`config.mk`:
```
export PLATFORM = sky130hd
export DESIGN_NAME = fe_de_buffer_flat
export DESIGN_NICKNAME = d
export VERILOG_FILES = /design/src/rtl/fe_de_buffer_if.sv /design/src/rtl/fe_de_buffer.sv /design/src/flat_wrapper.sv
export SDC_FILE = /design/constraint.sdc
export NUM_CORES = 1
export LEC_CHECK = 0
export ABC_AREA = 1
export ABC_CLOCK_PERIOD_IN_PS = 5750
export CAP_MARGIN = 10
export CORE_MARGIN = 2
export CORE_UTILIZATION = 40
export CTS_BUF_LIST = sky130_fd_sc_hd__clkbuf_16
export DETAILED_ROUTE_END_ITERATION = 10
export PLACE_DENSITY = 0.67
export SKIP_CTS_REPAIR_TIMING = 1
export SLEW_MARGIN = 20
export SYNTH_ARGS = -nofsm -noshare
export SYNTH_HDL_FRONTEND = slang
export SYNTH_SLANG_ARGS = --single-unit
```
`constraint.sdc`:
```
create_clock -name clk -period 5.75 [get_ports clk]
set_input_delay 1.15 -clock clk [delete_from_list [all_inputs] [get_ports clk]]
set_output_delay 1.15 -clock clk [all_outputs]
set_load 0.01 [all_outputs]
```
`src/rtl/fe_de_buffer_if.sv`:
```
// Fetch-to-decode handshake bundle: fetch push side, decode pop side, flush and occupancy.
// The master modport is the environment driving fetch/decode; the buffer itself is the slave.
interface fe_de_buffer_if #(
  parameter int DEPTH = 2
);
  logic                     flush;
  logic                     fe_valid;
  logic [31:0]              fe_inst;
  logic [31:0]              fe_pc;
  logic                     fe_ready;
  logic                     de_valid;
  logic [31:0]              de_inst;
  logic [31:0]              de_pc;
  logic [31:0]              de_pc_plus4;
  logic                     de_ready;
  logic [$clog2(DEPTH):0]   count;

  modport master (
    output flush, fe_valid, fe_inst, fe_pc, de_ready,
    input  fe_ready, de_valid, de_inst, de_pc, de_pc_plus4, count
  );

  modport slave (
    input  flush, fe_valid, fe_inst, fe_pc, de_ready,
    output fe_ready, de_valid, de_inst, de_pc, de_pc_plus4, count
  );
endinterface

```
`src/rtl/fe_de_buffer.sv`:
```
// Elastic fetch/decode buffer: in-order queue of {inst, pc} with registered-only fe_ready,
// no empty bypass, and a synchronous flush that drops every buffered entry.
module fe_de_buffer #(
  parameter int          DEPTH    = 2,
  parameter logic [31:0] NOP_INST = 32'h0000_0013
) (
  input  logic          clk,
  input  logic          rst,
  fe_de_buffer_if.slave bus
);
  localparam int PTR_W = $clog2(DEPTH);
  localparam int CNT_W = PTR_W + 1;
  localparam logic [CNT_W-1:0] FULL_CNT = CNT_W'(DEPTH);

  logic [31:0]      inst_arr [DEPTH];
  logic [31:0]      pc_arr   [DEPTH];
  logic [PTR_W-1:0] rd_ptr_q, rd_ptr_d;
  logic [PTR_W-1:0] wr_ptr_q, wr_ptr_d;
  logic [CNT_W-1:0] count_q, count_d;
  logic             fe_ready;
  logic             de_valid;
  logic             push;
  logic             pop;

  // fe_ready comes from the occupancy register only, keeping decode off the fetch enable path
  assign fe_ready = (count_q < FULL_CNT);
  assign de_valid = (count_q != '0);
  assign push     = bus.fe_valid && fe_ready && !bus.flush;
  assign pop      = de_valid && bus.de_ready && !bus.flush;

  always_comb begin
    rd_ptr_d = rd_ptr_q;
    wr_ptr_d = wr_ptr_q;
    count_d  = count_q;
    if (bus.flush) begin
      rd_ptr_d = '0;
      wr_ptr_d = '0;
      count_d  = '0;
    end else begin
      if (push) wr_ptr_d = wr_ptr_q + PTR_W'(1);
      if (pop)  rd_ptr_d = rd_ptr_q + PTR_W'(1);
      case ({push, pop})
        2'b10:   count_d = count_q + CNT_W'(1);
        2'b01:   count_d = count_q - CNT_W'(1);
        default: count_d = count_q;
      endcase
    end
  end

  always_ff @(posedge clk) begin
    if (rst) begin
      rd_ptr_q <= '0;
      wr_ptr_q <= '0;
      count_q  <= '0;
    end else begin
      rd_ptr_q <= rd_ptr_d;
      wr_ptr_q <= wr_ptr_d;
      count_q  <= count_d;
    end
  end

  // One register pair per slot; flush leaves contents alone, only reset scrubs them
  for (genvar gi = 0; gi < DEPTH; gi++) begin : gen_entry
    logic [31:0] inst_q;
    logic [31:0] pc_q;

    always_ff @(posedge clk) begin
      if (rst) begin
        inst_q <= NOP_INST;
        pc_q   <= '0;
      end else if (push && (wr_ptr_q == PTR_W'(gi))) begin
        inst_q <= bus.fe_inst;
        pc_q   <= bus.fe_pc;
      end
    end

    assign inst_arr[gi] = inst_q;
    assign pc_arr[gi]   = pc_q;
  end

  assign bus.fe_ready    = fe_ready;
  assign bus.de_valid    = de_valid;
  assign bus.de_inst     = de_valid ? inst_arr[rd_ptr_q] : NOP_INST;
  assign bus.de_pc       = de_valid ? pc_arr[rd_ptr_q] : 32'd0;
  assign bus.de_pc_plus4 = bus.de_pc + 32'd4;
  assign bus.count       = count_q;
endmodule
```
`src/flat_wrapper.sv`:
```
// flat-port wrapper written by rule: the top's interface ports become plain ports
module fe_de_buffer_flat 
#(
  parameter int          DEPTH    = 2,
  parameter logic [31:0] NOP_INST = 32'h0000_0013
)
  (clk, rst, bus_flush, bus_fe_valid, bus_fe_inst, bus_fe_pc, bus_de_ready, bus_fe_ready, bus_de_valid, bus_de_inst, bus_de_pc, bus_de_pc_plus4, bus_count);
  fe_de_buffer_if #(.DEPTH(DEPTH)) bus_i ();
  input  logic clk;
  input  logic rst;
  input wire logic [$bits(bus_i.flush)-1:0] bus_flush;
  input wire logic [$bits(bus_i.fe_valid)-1:0] bus_fe_valid;
  input wire logic [$bits(bus_i.fe_inst)-1:0] bus_fe_inst;
  input wire logic [$bits(bus_i.fe_pc)-1:0] bus_fe_pc;
  input wire logic [$bits(bus_i.de_ready)-1:0] bus_de_ready;
  output wire logic [$bits(bus_i.fe_ready)-1:0] bus_fe_ready;
  output wire logic [$bits(bus_i.de_valid)-1:0] bus_de_valid;
  output wire logic [$bits(bus_i.de_inst)-1:0] bus_de_inst;
  output wire logic [$bits(bus_i.de_pc)-1:0] bus_de_pc;
  output wire logic [$bits(bus_i.de_pc_plus4)-1:0] bus_de_pc_plus4;
  output wire logic [$bits(bus_i.count)-1:0] bus_count;
  assign bus_i.flush = bus_flush;
  assign bus_i.fe_valid = bus_fe_valid;
  assign bus_i.fe_inst = bus_fe_inst;
  assign bus_i.fe_pc = bus_fe_pc;
  assign bus_i.de_ready = bus_de_ready;
  assign bus_fe_ready = bus_i.fe_ready;
  assign bus_de_valid = bus_i.de_valid;
  assign bus_de_inst = bus_i.de_inst;
  assign bus_de_pc = bus_i.de_pc;
  assign bus_de_pc_plus4 = bus_i.de_pc_plus4;
  assign bus_count = bus_i.count;
  fe_de_buffer #(.DEPTH(DEPTH), .NOP_INST(NOP_INST)) u_core (.clk(clk), .rst(rst), .bus(bus_i));
endmodule
```
; ---- Yosys cells after proc, flatten, opt, wreduce, memory -nomap -nowiden
; Cells that the tools add are included.
[classes]
add_sub_neg = 5
n_lt_le_gt_ge = 2
n_eq_ne = 2
muxes = 9
bitwise_logic = 2
reduce_logical = 10
[op_table]
columns = op, n
row1 = two-way mux 32 bit, 8
row2 = "adder 32 x 3 -> 32 bit, second input constant", 1
row3 = logical AND 1 bit, 6
row4 = case mux 2 bit (2 select lines), 1
row5 = nonzero test 2 bit, 2
row6 = "adder 1 bit, second input constant", 2
row7 = "adder 2 x 1 -> 2 bit, second input constant", 1
row8 = "equality test 2 x 1 -> 1 bit, second input constant", 1
row9 = "equality test 2 bit, second input constant", 1
row10 = "greater-or-equal comparator 2 bit, second input constant", 1
row11 = "less-than comparator 2 bit, second input constant", 1
row12 = NOT 1 -> 2 bit, 1
row13 = OR reduction 2 bit, 1
row14 = "subtractor 2 x 1 -> 2 bit, second input constant", 1
row15 = zero test 1 bit, 1
row16 = NOT 1 bit, 1
[word_totals]
ff_bits = 132
inputBits = 69
output_inout_bits = 100
word_cells = 37

; ---- Depth between registers and ports, before layout
; Gate-level depths: netlist of run 1.
[depth]
ltp_word = 6
ltp_mapped = 14
mapped_depth_nobuf = 13

; ---- Worst setup path after synthesis of run 1
; Ideal clock, no wire load.
[synth_path]
path_kind = register to output
startpoint = register u_core.count_q[0], in the netlist u_core.bus.count[0]
endpoint = output bus_de_pc_plus4[12]
t_arrival_ps = 2158
required_time_ps = 4600
setup_slack_ps = 2442
stages_incl_launch_ff = 13
path_buffers = 2
path_cell_list = dfxtp_1 -> nor2_2 -> inv_4 -> buf_2 -> buf_2 -> nand2_1 -> inv_1 -> ha_1 -> inv_1 -> nor2_2 -> nand2_2 -> nor2_2 -> xor2_1
[synth_between]
elab_chain_cells = 3
[synth_lines]
columns = item, line_no
row1 = from (decl), fe_de_buffer.sv:19  ; logic [CNT_W-1:0] count_q, count_d;
row2 = from (signal assigned), fe_de_buffer.sv:58  ; count_q <= count_d;
row3 = nonzero test 2 bit, fe_de_buffer.sv:27  ; assign de_valid = (count_q != '0);
row4 = named net bus_de_valid, flat_wrapper.sv:17  ; output wire logic [$bits(bus_i.de_valid)-1:0] bus_de_valid;
row5 = two-way mux 32 bit, fe_de_buffer.sv:84  ; assign bus.de_pc = de_valid ? pc_arr[rd_ptr_q] : 32'd0;
row6 = named net bus_de_pc[3], flat_wrapper.sv:19  ; output wire logic [$bits(bus_i.de_pc)-1:0] bus_de_pc;
row7 = adder 32 x 3 -> 32 bit, fe_de_buffer.sv:85  ; assign bus.de_pc_plus4 = bus.de_pc + 32'd4;
row8 = to (decl), flat_wrapper.sv:20  ; output wire logic [$bits(bus_i.de_pc_plus4)-1:0] bus_de_pc_plus4;
; The timed path passes the listed nets, and every way through them passes these cells.

; ---- Worst setup path in the final report of run 1
[layout_path]
startpoint = register u_core.rd_ptr_q
endpoint = output bus_de_pc_plus4[26]
[layout_between]
elab_chain_cells = 6
[layout_lines]
columns = item, line_no
row1 = from (decl), fe_de_buffer.sv:17  ; logic [PTR_W-1:0] rd_ptr_q, rd_ptr_d;
row2 = from (signal assigned), fe_de_buffer.sv:56  ; rd_ptr_q <= rd_ptr_d;
row3 = NOT 1 -> 2 bit (not written as such), fe_de_buffer.sv:84
row4 = two-way mux 32 bit (not written as such) (3 in series), fe_de_buffer.sv:84
row5 = two-way mux 32 bit, fe_de_buffer.sv:84
row6 = adder 32 x 3 -> 32 bit, fe_de_buffer.sv:85
; Every way passes these cells. The select of a mux whose other input is x is not followed.

==> results of run 1 <==
[synth_stat cells (all sizes together)]
master / count / area [um^2]
clkbuf: 39 / 146.4
dfxtp: 132 / 2643
a21oi: 68 / 340.3
nor2: 237 / 954.7
inv: 80 / 302.8
clkinv: 1 / 8.760
nor3: 3 / 15.01
or2: 1 / 6.260
nand3: 49 / 287.8
buf: 26 / 188.9
o21ai: 156 / 780.7
nand2: 198 / 780.8
xor2: 15 / 131.4
ha: 2 / 25.02
[kinds of logic (layout without fill, tap and decap cells)]
group | count (synthesis) | in the layout | synth area share [%]
xor gates and xnor gates | 15 | 15 | 1.987
DFF | 132 | 132 | 39.97
and+or+nand+nor | 488 | 488 | 30.92
adders and majority gates | 2 | 2 | 0.3784
buffers and inverters | 146 | 286 | 9.784
AOI/OAI and AO/OA | 224 | 224 | 16.96
[worst max-delay path: cells and delay by family (launching register included)]
| family | cells | cell delay (ns) |
|---|---|---|
| flip-flops | 1 | 0.60 |
| AND/OR/NAND/NOR | 7 | 0.68 |
| adder cells (fa/ha/maj) | 1 | 0.26 |
| buffers and inverters | 5 | 1.50 |
[path summary, 6_finish.rpt]
path / slack [ns] / start / depth (start not counted) / end
worst max-delay path: 1.09 / u_core.rd_ptr_q / 13 / bus_de_pc_plus4[26]
worst min-delay path: 0.45 / u_core.gen_entry[1].inst_q[31] / 2 / u_core.gen_entry[1].inst_q[31]
worst max register to register: 3.31 / u_core.bus.count[1] / 8 / u_core.bus.count[0]
worst min register to register: 0.45 / u_core.gen_entry[1].inst_q[31] / 2 / u_core.gen_entry[1].inst_q[31]
[state kept, by name, indices dropped and copies added (netlist names)]
name / cells
u_core.wr_ptr_q: 1
u_core.gen_entry.pc_q: 64
u_core.rd_ptr_q: 1
u_core.bus.count: 2
u_core.gen_entry.inst_q: 64
[layout make-up]
class	instances	share of cell area, %
sequential	132	29.64
multi-input combinational	729	37.24
clock buffer	17	4.769
tap	220	3.086
inverter	81	3.492
clock inverter	13	2.342
timing repair buffer	175	19.44
[metrics by stage]
| step | cell area [um^2] | power (mW) | utilization, % |
|---|---|---|---|
| after global routing | 8921 | 2.438 | 54.57 |
| after floorplan | 6611 | 1.099 | - |
| after detailed placement | 8287 | 1.203 | 50.69 |
| final | 8921 | 2.352 | 54.57 |
| after CTS | 8921 | 2.367 | 54.57 |
| after global placement | 8287 | 1.201 | 50.69 |
[cells in the final DEF, fill, tap and decap left out, drive strengths merged, types with 6 or more instances in the layout]
cell | synthesis | final
nand3 | 49 | 49
a21oi | 68 | 68
xor2 | 15 | 15
dfxtp | 132 | 132
clkinv | 1 | 6
clkdlybuf4s50 | 0 | 168
inv | 80 | 81
nand2 | 198 | 198
clkbuf | 39 | 17
o21ai | 156 | 156
buf | 26 | 7
nor2 | 237 | 237
[routing by layer]
layer	GRT usage, %	part of all wire [%]
met5	0	0
met4	5.974	1.2
met3	6.284	7.0
met2	34.11	44
met1	30.86	48
[power by group through the flow]
stage | clock network [mW] | registers (mW) | logic [mW]
after floorplan | 0 | 0.985 | 0.114
after global placement | 0 | 0.989 | 0.211
after detailed placement | 0 | 0.990 | 0.213
after CTS | 1.18 | 0.971 | 0.215
after global routing | 1.23 | 0.975 | 0.237
final | 1.17 | 0.971 | 0.214
==> run_results.csv, run 1 <==
group,metric,value,unit
place,gp_congestion,0.9000,
clocking,insertion_delay,0.42,ns
grt,grt_pass1_wl,31.74,mm
drt,wl,19.57,mm
drt,num_vias,6722,
sta,finalSetupViolations,0,
clocking,htree_levels,4,
sta,setup_tns,0,ns
drt,first_iter_violations,456,
sta,rsz0062_at_grt,"false",
setup_path,endpoint_kind,"output port",
sta,fin_crit_sh,80.96,%
place,portBuffers,168,
run_status,status,"finished, final reports clean",
pwr,p_leak,3.760,nW
clocking,clockBufferDepth,2,
finish,fin_cells,1367,
sta,maxSlewHeadroom,32.51,%
pwr,p_int,1.811,mW
finish,fillCellCount,1685,
floorplanning,die_w,132.6,um
drt,drc,0,
pwr,pwr-share-seq,41.3,%
setup_path,crit_top_cell,"nand2_1",
finish,antenna_cells,0,
drt,drtPass1Iterations,5,
floorplanning,row_count,47,
setup_path,crit_arrival,3.51,ns
grt,antenna_found_initial,0,
sta,hold_violations,0,
finish,drive_gt1_share,6.888,%
place,dp.cells,1337,
pwr,vdd_drop_max,206.9,uV
finish,seqCellArea,0.002644,mm^2
floorplanning,floorplan.initialDensity,40.44,%
floorplanning,die_h,132.6,um
logic_synthesis,synth_nets,1078,
flow_run,cap_violations,0,
place,dp_hpwl,13.34,mm
pwr,clkPwrFrac,49.6,%
logic_synthesis,ys_seq_area_share,39.97,%
setup_path,worstPathRequired,4.60,ns
sta,min_period,4.655,ns
logic_synthesis,syn_area,0.006611,mm^2
logic_synthesis,avgSynthCellArea,6.565,um^2
clocking,cts_tree,"yes",
sta,fin_hold_ws,0.4503,ns
logic_synthesis,ys_ff_latch,132,
clocking,cts-root-buf,"clkbuf_16",
logic_synthesis,synthCells,1007,
pwr,p_comb_share,9.1,%
sta,slew_viol_final,0,
setup_path,criticalPathCategory,"reg -> out",
logic_synthesis,ys_types,27,
sta,clock_skew,0.007672,ns
grt,first_global_vias,6227,
finish,multi_input_area,0.003322,mm^2
clocking,cts.sinks,132,
grt,grt_max_degree,77,
floorplanning,core-area,0.01635,mm^2
setup_path,critPathMaxFanout,76,
setup_path,cp_slowest_cell,"buf_4",
sta,finalWorstSetupSlack,1.095,ns
drt,routedWlPerCell,14.32,um
setup_path,cp-start-kind,"flip-flop",
sta,tightest_slew,1.011,ns
finish,area_growth,34.94,%
floorplanning,die_area,0.01757,mm^2
drt,vias_per_cell,4.917,
clocking,cts_made_buffers,17,
clocking,clkTransAtPathRegs,0.05,ns
grt,overflow,0,
pwr,power_density,263.6,mW/mm^2
min_path,hp-class,"reg -> reg",
place,post-place-ws,1.529,ns
drt,detail-route-antenna-nets,0,
setup_path,slowest_delay,0.67,ns
pwr,power.switching,540.7,uW
logic_synthesis,synth_warnings,0,
pwr,sw_frac_of_total,22.99,%
grt,grt_usage,22.28,%
floorplanning,ios,169,
finish,fin_nets,1207,
sta,fmax,214.8,MHz
setup_path,path_cells,"buf_4, nand2_1, nand2_1, inv_1, ha_1, inv_1, nor2_2, nand2_2, inv_1, nand2_1, nand2_1, nand2_1, clkdlybuf4s50_1",
No activity file was read; power rests on OpenSTA's default activity.
==> run 2, diff against run 1 <==
ABC_CLOCK_PERIOD_IN_PS = 3900   (was 5750)
PLACE_DENSITY = 0.7   (was 0.67)
clock period = 3.9 ns   (was 5.75 ns; I/O delays follow)
==> run 2 against run 1 <==
Against the previous run: flip-flop and latch count unchanged; non-clock buffer count up 1; clock power up 53%; critical path depth down 2; power up 51%; die area unchanged; cell count up 0.22%; sequential power up 47%; design area up 1.2%; largest power group unchanged; core utilization up 0.64 points; worst hold slack worse by 0.00064 ns.
==> run_results.csv, run 2 (synthesized netlist as in run 1, its figures left out) <==
group,metric,value,unit
run_status,status,"finished, final reports clean",
clocking,cts-root-buf,"clkbuf_16",
sta,setup_tns,0,ns
min_path,hp-class,"reg -> reg",
sta,fin_crit_sh,93.12,%
place,dp.cells,1338,
finish,fin_nets,1208,
grt,antenna_found_initial,0,
setup_path,endpoint_kind,"output port",
clocking,cts_tree,"yes",
finish,antenna_cells,0,
clocking,htree_levels,4,
floorplanning,ios,169,
setup_path,criticalPathCategory,"reg -> out",
pwr,p_total,3.544,mW
clocking,cts.sinks,132,
drt,first_iter_violations,446,
drt,wl,19.39,mm
finish,fillCellCount,1657,
place,gp_congestion,0.9106,
grt,overflow,0,
floorplanning,die_h,132.6,um
floorplanning,row_count,47,
sta,slew_viol_final,0,
place,portBuffers,168,
sta,fin_hold_ws,0.4497,ns
finish,area_growth,36.53,%
floorplanning,floorplan.initialDensity,40.44,%
sta,hold_violations,0,
grt,grt_pass1_wl,31.31,mm
grt,first_global_vias,6233,
sta,min_period,3.632,ns
finish,layout_common_cells,"nor2_1 (221), nand2_1 (185), clkdlybuf4s50_1 (168)",
sta,fmax,275.3,MHz
floorplanning,core-area,0.01635,mm^2
clocking,cts_made_buffers,17,
drt,drc,0,
pwr,vdd_drop_max,293.3,uV
drt,drtPass1Iterations,5,
grt,grt_max_degree,96,
clocking,clkTransAtPathRegs,0.06,ns
floorplanning,die_area,0.01757,mm^2
flow_run,cap_violations,0,
finish,final_common_cell,"nor2_1",
place,post-place-ws,0.6342,ns
pwr,p_leak,3.811,nW
sta,finalWorstSetupSlack,0.2681,ns
sta,maxSlewHeadroom,54.75,%
finish,fin_cells,1370,
drt,detail-route-antenna-nets,0,
sta,clock_skew,0.005450,ns
drt,num_vias,6738,
sta,finalSetupViolations,0,
place,dp_hpwl,12.83,mm
setup_path,cp-start-kind,"flip-flop",
grt,grt_usage,22.04,%
finish,drive_gt1_share,6.957,%
clocking,insertion_delay,0.42,ns
setup_path,crit_arrival,2.85,ns
sta,tightest_slew,0.6736,ns
pwr,power_density,392.6,mW/mm^2
setup_path,critPathMaxFanout,6,
clocking,clockBufferDepth,2,
setup_path,worstPathRequired,3.12,ns
drt,vias_per_cell,4.918,
drt,routedWlPerCell,14.15,um
sta,rsz0062_at_grt,"false",
floorplanning,die_w,132.6,um
-- run 2: changes by cell type in the layout (fill, tap and decap cells not counted) --
cell	delta
inv_6	-1
clkinvlp_4	-1
buf_12	+5
buf_4	-4
clkinv_4	+1
nor2_4	+1
inv_1	+2
nor2_2	-1
bufinv_16	+1
-- run 2: critical path: stages (launching register included) --
cell and delay (ns):
dfxtp_1 0.42, nor2_2 0.09, nor2_1 0.13, nand2_1 0.13
inv_1 0.14, ha_1 0.23, inv_1 0.10, nor2_4 0.20
nand2_2 0.12, nor2_2 0.16, xor2_1 0.16, clkdlybuf4s50_1 0.55
-- run 2: layout make-up --
class | instances | area (um^2) | share of cell area [%]
clock inverters | 15 | 239.0 | 2.648
inverters | 81 | 311.5 | 3.452
clock buffers | 17 | 425.4 | 4.713
well taps | 220 | 275.3 | 3.050
flip-flops and latches | 132 | 2644 | 29.29
repair buffers | 176 | 1804 | 19.99
multi-input cells | 729 | 3327 | 36.86
-- run 2: layer usage --
| metal | vias up | part of all wire [%] | global-route usage, % |
|---|---|---|---|
| met5 | - | 0 | 0 |
| met2 | 229 | 45 | 35.69 |
| met1 | 3033 | 45 | 27.94 |
| li1 | 3450 | - | - |
| met3 | 26 | 7.8 | 6.207 |
| met4 | 0 | 1.9 | 8.363 |
-- run 2: power breakdown --
part | total (mW) | internal, mW | leakage, nW | switching, mW
registers | 1.43 | 1.41 | 1.08 | 0.0245
clock network | 1.79 | 1.19 | 0.327 | 0.599
logic | 0.321 | 0.141 | 2.41 | 0.180
-- run 2: metrics by stage --
| stage | instance area (um^2) | util [%] |
|---|---|---|
| 6_report | 9026 | 55.21 |
| 5_1_grt | 9026 | 55.21 |
| 4_1_cts | 9021 | 55.18 |
| 3_5_place_dp | 8357 | 51.12 |
| 3_3_place_gp | 8357 | 51.12 |
| 2_1_floorplan | 6611 | - |
-- run 2: path summary, 6_finish.rpt --
| path | from | to | slack (ns) | cells past startpoint |
|---|---|---|---|---|
| setup / recovery | u_core.bus.count[0] | bus_de_pc_plus4[12] | 0.27 | 11 |
| setup reg to reg | u_core.bus.count[0] | u_core.bus.count[1] | 1.90 | 11 |
| hold reg to reg | u_core.gen_entry[1].pc_q[1] | u_core.gen_entry[1].pc_q[1] | 0.45 | 2 |
| hold / removal | u_core.gen_entry[1].pc_q[1] | u_core.gen_entry[1].pc_q[1] | 0.45 | 2 |
==> run 3, diff against run 2 <==
RECOVER_POWER = 25   (was not set)
==> run 3 against run 2 <==
Against the previous run: global-route usage did not move; register-to-register slack got worse by 0.71 ns; non-clock buffer count did not move.
==> run_results.csv, run 3 (synthesized netlist as in run 1, its figures left out) <==
group,metric,value,unit
clocking,cts.sinks,132,
sta,hold_violations,0,
grt,first_global_vias,6233,
setup_path,endpoint_kind,"output port",
finish,final_common_cell,"nor2_1",
grt,grt_max_degree,96,
setup_path,critPathMaxFanout,90,
flow_run,cap_violations,0,
clocking,cts_tree,"yes",
place,portBuffers,168,
sta,setup_tns,0,ns
sta,finalWorstSetupSlack,0.2752,ns
pwr,vdd_drop_max,293.3,uV
setup_path,reg2reg_slack,1.19,ns
clocking,clockBufferDepth,2,
sta,slew_viol_final,0,
sta,maxSlewHeadroom,3.041,%
drt,routedWlPerCell,14.09,um
floorplanning,die_area,0.01757,mm^2
pwr,power_density,393.8,mW/mm^2
floorplanning,die_w,132.6,um
setup_path,reg2reg_to,"u_core.gen_entry[0].pc_q[29]",
clocking,cts-root-buf,"clkbuf_16",
run_status,status,"finished, final reports clean",
sta,fin_crit_sh,92.94,%
sta,tightest_slew,1.454,ns
min_path,hold_path_depth,2,
finish,drive_gt1_share,6.696,%
drt,wl,19.30,mm
clocking,cts_made_buffers,17,
drt,first_iter_violations,519,
finish,fin_nets,1208,
floorplanning,core-area,0.01635,mm^2
clocking,clkTransAtPathRegs,0.06,ns
place,gp_congestion,0.9106,
finish,antenna_cells,0,
setup_path,criticalPathCategory,"reg -> out",
min_path,holdPathEnd,"u_core.gen_entry[1].pc_q[1]",
floorplanning,row_count,47,
min_path,hp-start,"u_core.gen_entry[1].pc_q[1]",
pwr,p_leak,3.793,nW
setup_path,r2r_start,"u_core.bus.count[1]",
clocking,htree_levels,4,
grt,grt_usage,22.04,%
sta,fmax,275.9,MHz
floorplanning,ios,169,
sta,clock_skew,0.005226,ns
place,dp_hpwl,12.83,mm
finish,layout_common_cells,"nor2_1 (221), nand2_1 (186), clkdlybuf4s50_1 (166)",
drt,detail-route-antenna-nets,0,
grt,overflow,0,
sta,fin_hold_ws,0.4532,ns
drt,num_vias,6683,
sta,min_period,3.625,ns
floorplanning,floorplan.initialDensity,40.44,%
setup_path,crit_arrival,2.84,ns
clocking,insertion_delay,0.42,ns
setup_path,ff2ff_path_depth,7,
grt,antenna_found_initial,0,
drt,drc,0,
drt,vias_per_cell,4.878,
sta,rsz0062_at_grt,"false",
finish,area_growth,35.98,%
place,post-place-ws,0.6342,ns
setup_path,cp-start-kind,"flip-flop",
min_path,hp-class,"reg -> reg",
drt,drtPass1Iterations,5,
floorplanning,die_h,132.6,um
setup_path,worstPathRequired,3.12,ns
grt,grt_pass1_wl,31.31,mm
sta,finalSetupViolations,0,
==> run 3: cell count changes in the layout (fill, tap and decap cells not counted), sizes merged <==
| cell | delta |
|---|---|
| clkinvlp | +1 |
| dlygate4sd3 | +2 |
| inv | -1 |
| buf | -3 |
| clkdlybuf4s50 | -2 |
| clkbuf | +3 |
==> run 3: power breakdown <==
part | total, mW | switching [mW] | internal, mW
sequential | 1.43 | 0.0245 | 1.41
clock | 1.79 | 0.600 | 1.19
combinational | 0.317 | 0.179 | 0.138
total | 3.54 | 0.803 | 2.74
==> run 3: final cells by class <==
cell class              count  area [um^2]
fillers                  1663         7358
multi-input cells         729         3324
flip-flops and latches    132         2644
repair buffers            176         1772
clock buffers              17        425.4
inverters                  81        310.3
well taps                 220        275.3
clock inverters            15        239.0
==> run 3: worst max-delay path, cell delays in order, from the launching register on <==
cell and delay, ns:
dfxtp_1 0.42, nor2_2 0.08, clkinvlp_2 0.12, buf_12 0.36, nand3_1 0.22, nor2_1 0.22, nand2_1 0.15, nor2_1 0.15
xor2_1 0.15, clkdlybuf4s50_1 0.56
==> run 3: worst max-delay path by stage <==
stage | start | slack, ns | depth (start not counted) | endpoint
3_5_place_dp | u_core.bus.count[0] | 0.63 | 11 | bus_de_pc_plus4[12]
3_3_place_gp | u_core.bus.count[0] | 0.70 | 11 | bus_de_pc_plus4[12]
6_report | u_core.bus.count[0] | 0.28 | 9 | bus_de_pc_plus4[16]
5_1_grt | u_core.bus.count[0] | 0.03 | 11 | bus_de_pc_plus4[12]
2_1_floorplan | u_core.bus.count[0] | 0.96 | 12 | bus_de_pc_plus4[12]
4_1_cts | u_core.bus.count[0] | 0.15 | 11 | bus_de_pc_plus4[12]
==> run 3: layer usage <==
layer  GRT usage (%)  wire, um
met5               0         0
met4           8.363       397
met3           6.207      1596
met2           35.69      8659
met1           27.94      8645
==> run 3: through the flow <==
stage                     cells  power [mW]  util, %  instance area, um^2
after floorplan            1007       1.620        -                 6611
after global placement     1338       1.774    51.12                 8357
after detailed placement   1338       1.779    51.12                 8357
after CTS                  1370       3.573    55.18                 9021
after global routing       1370       3.665    54.99                 8990
final                      1370       3.540    54.99                 8990
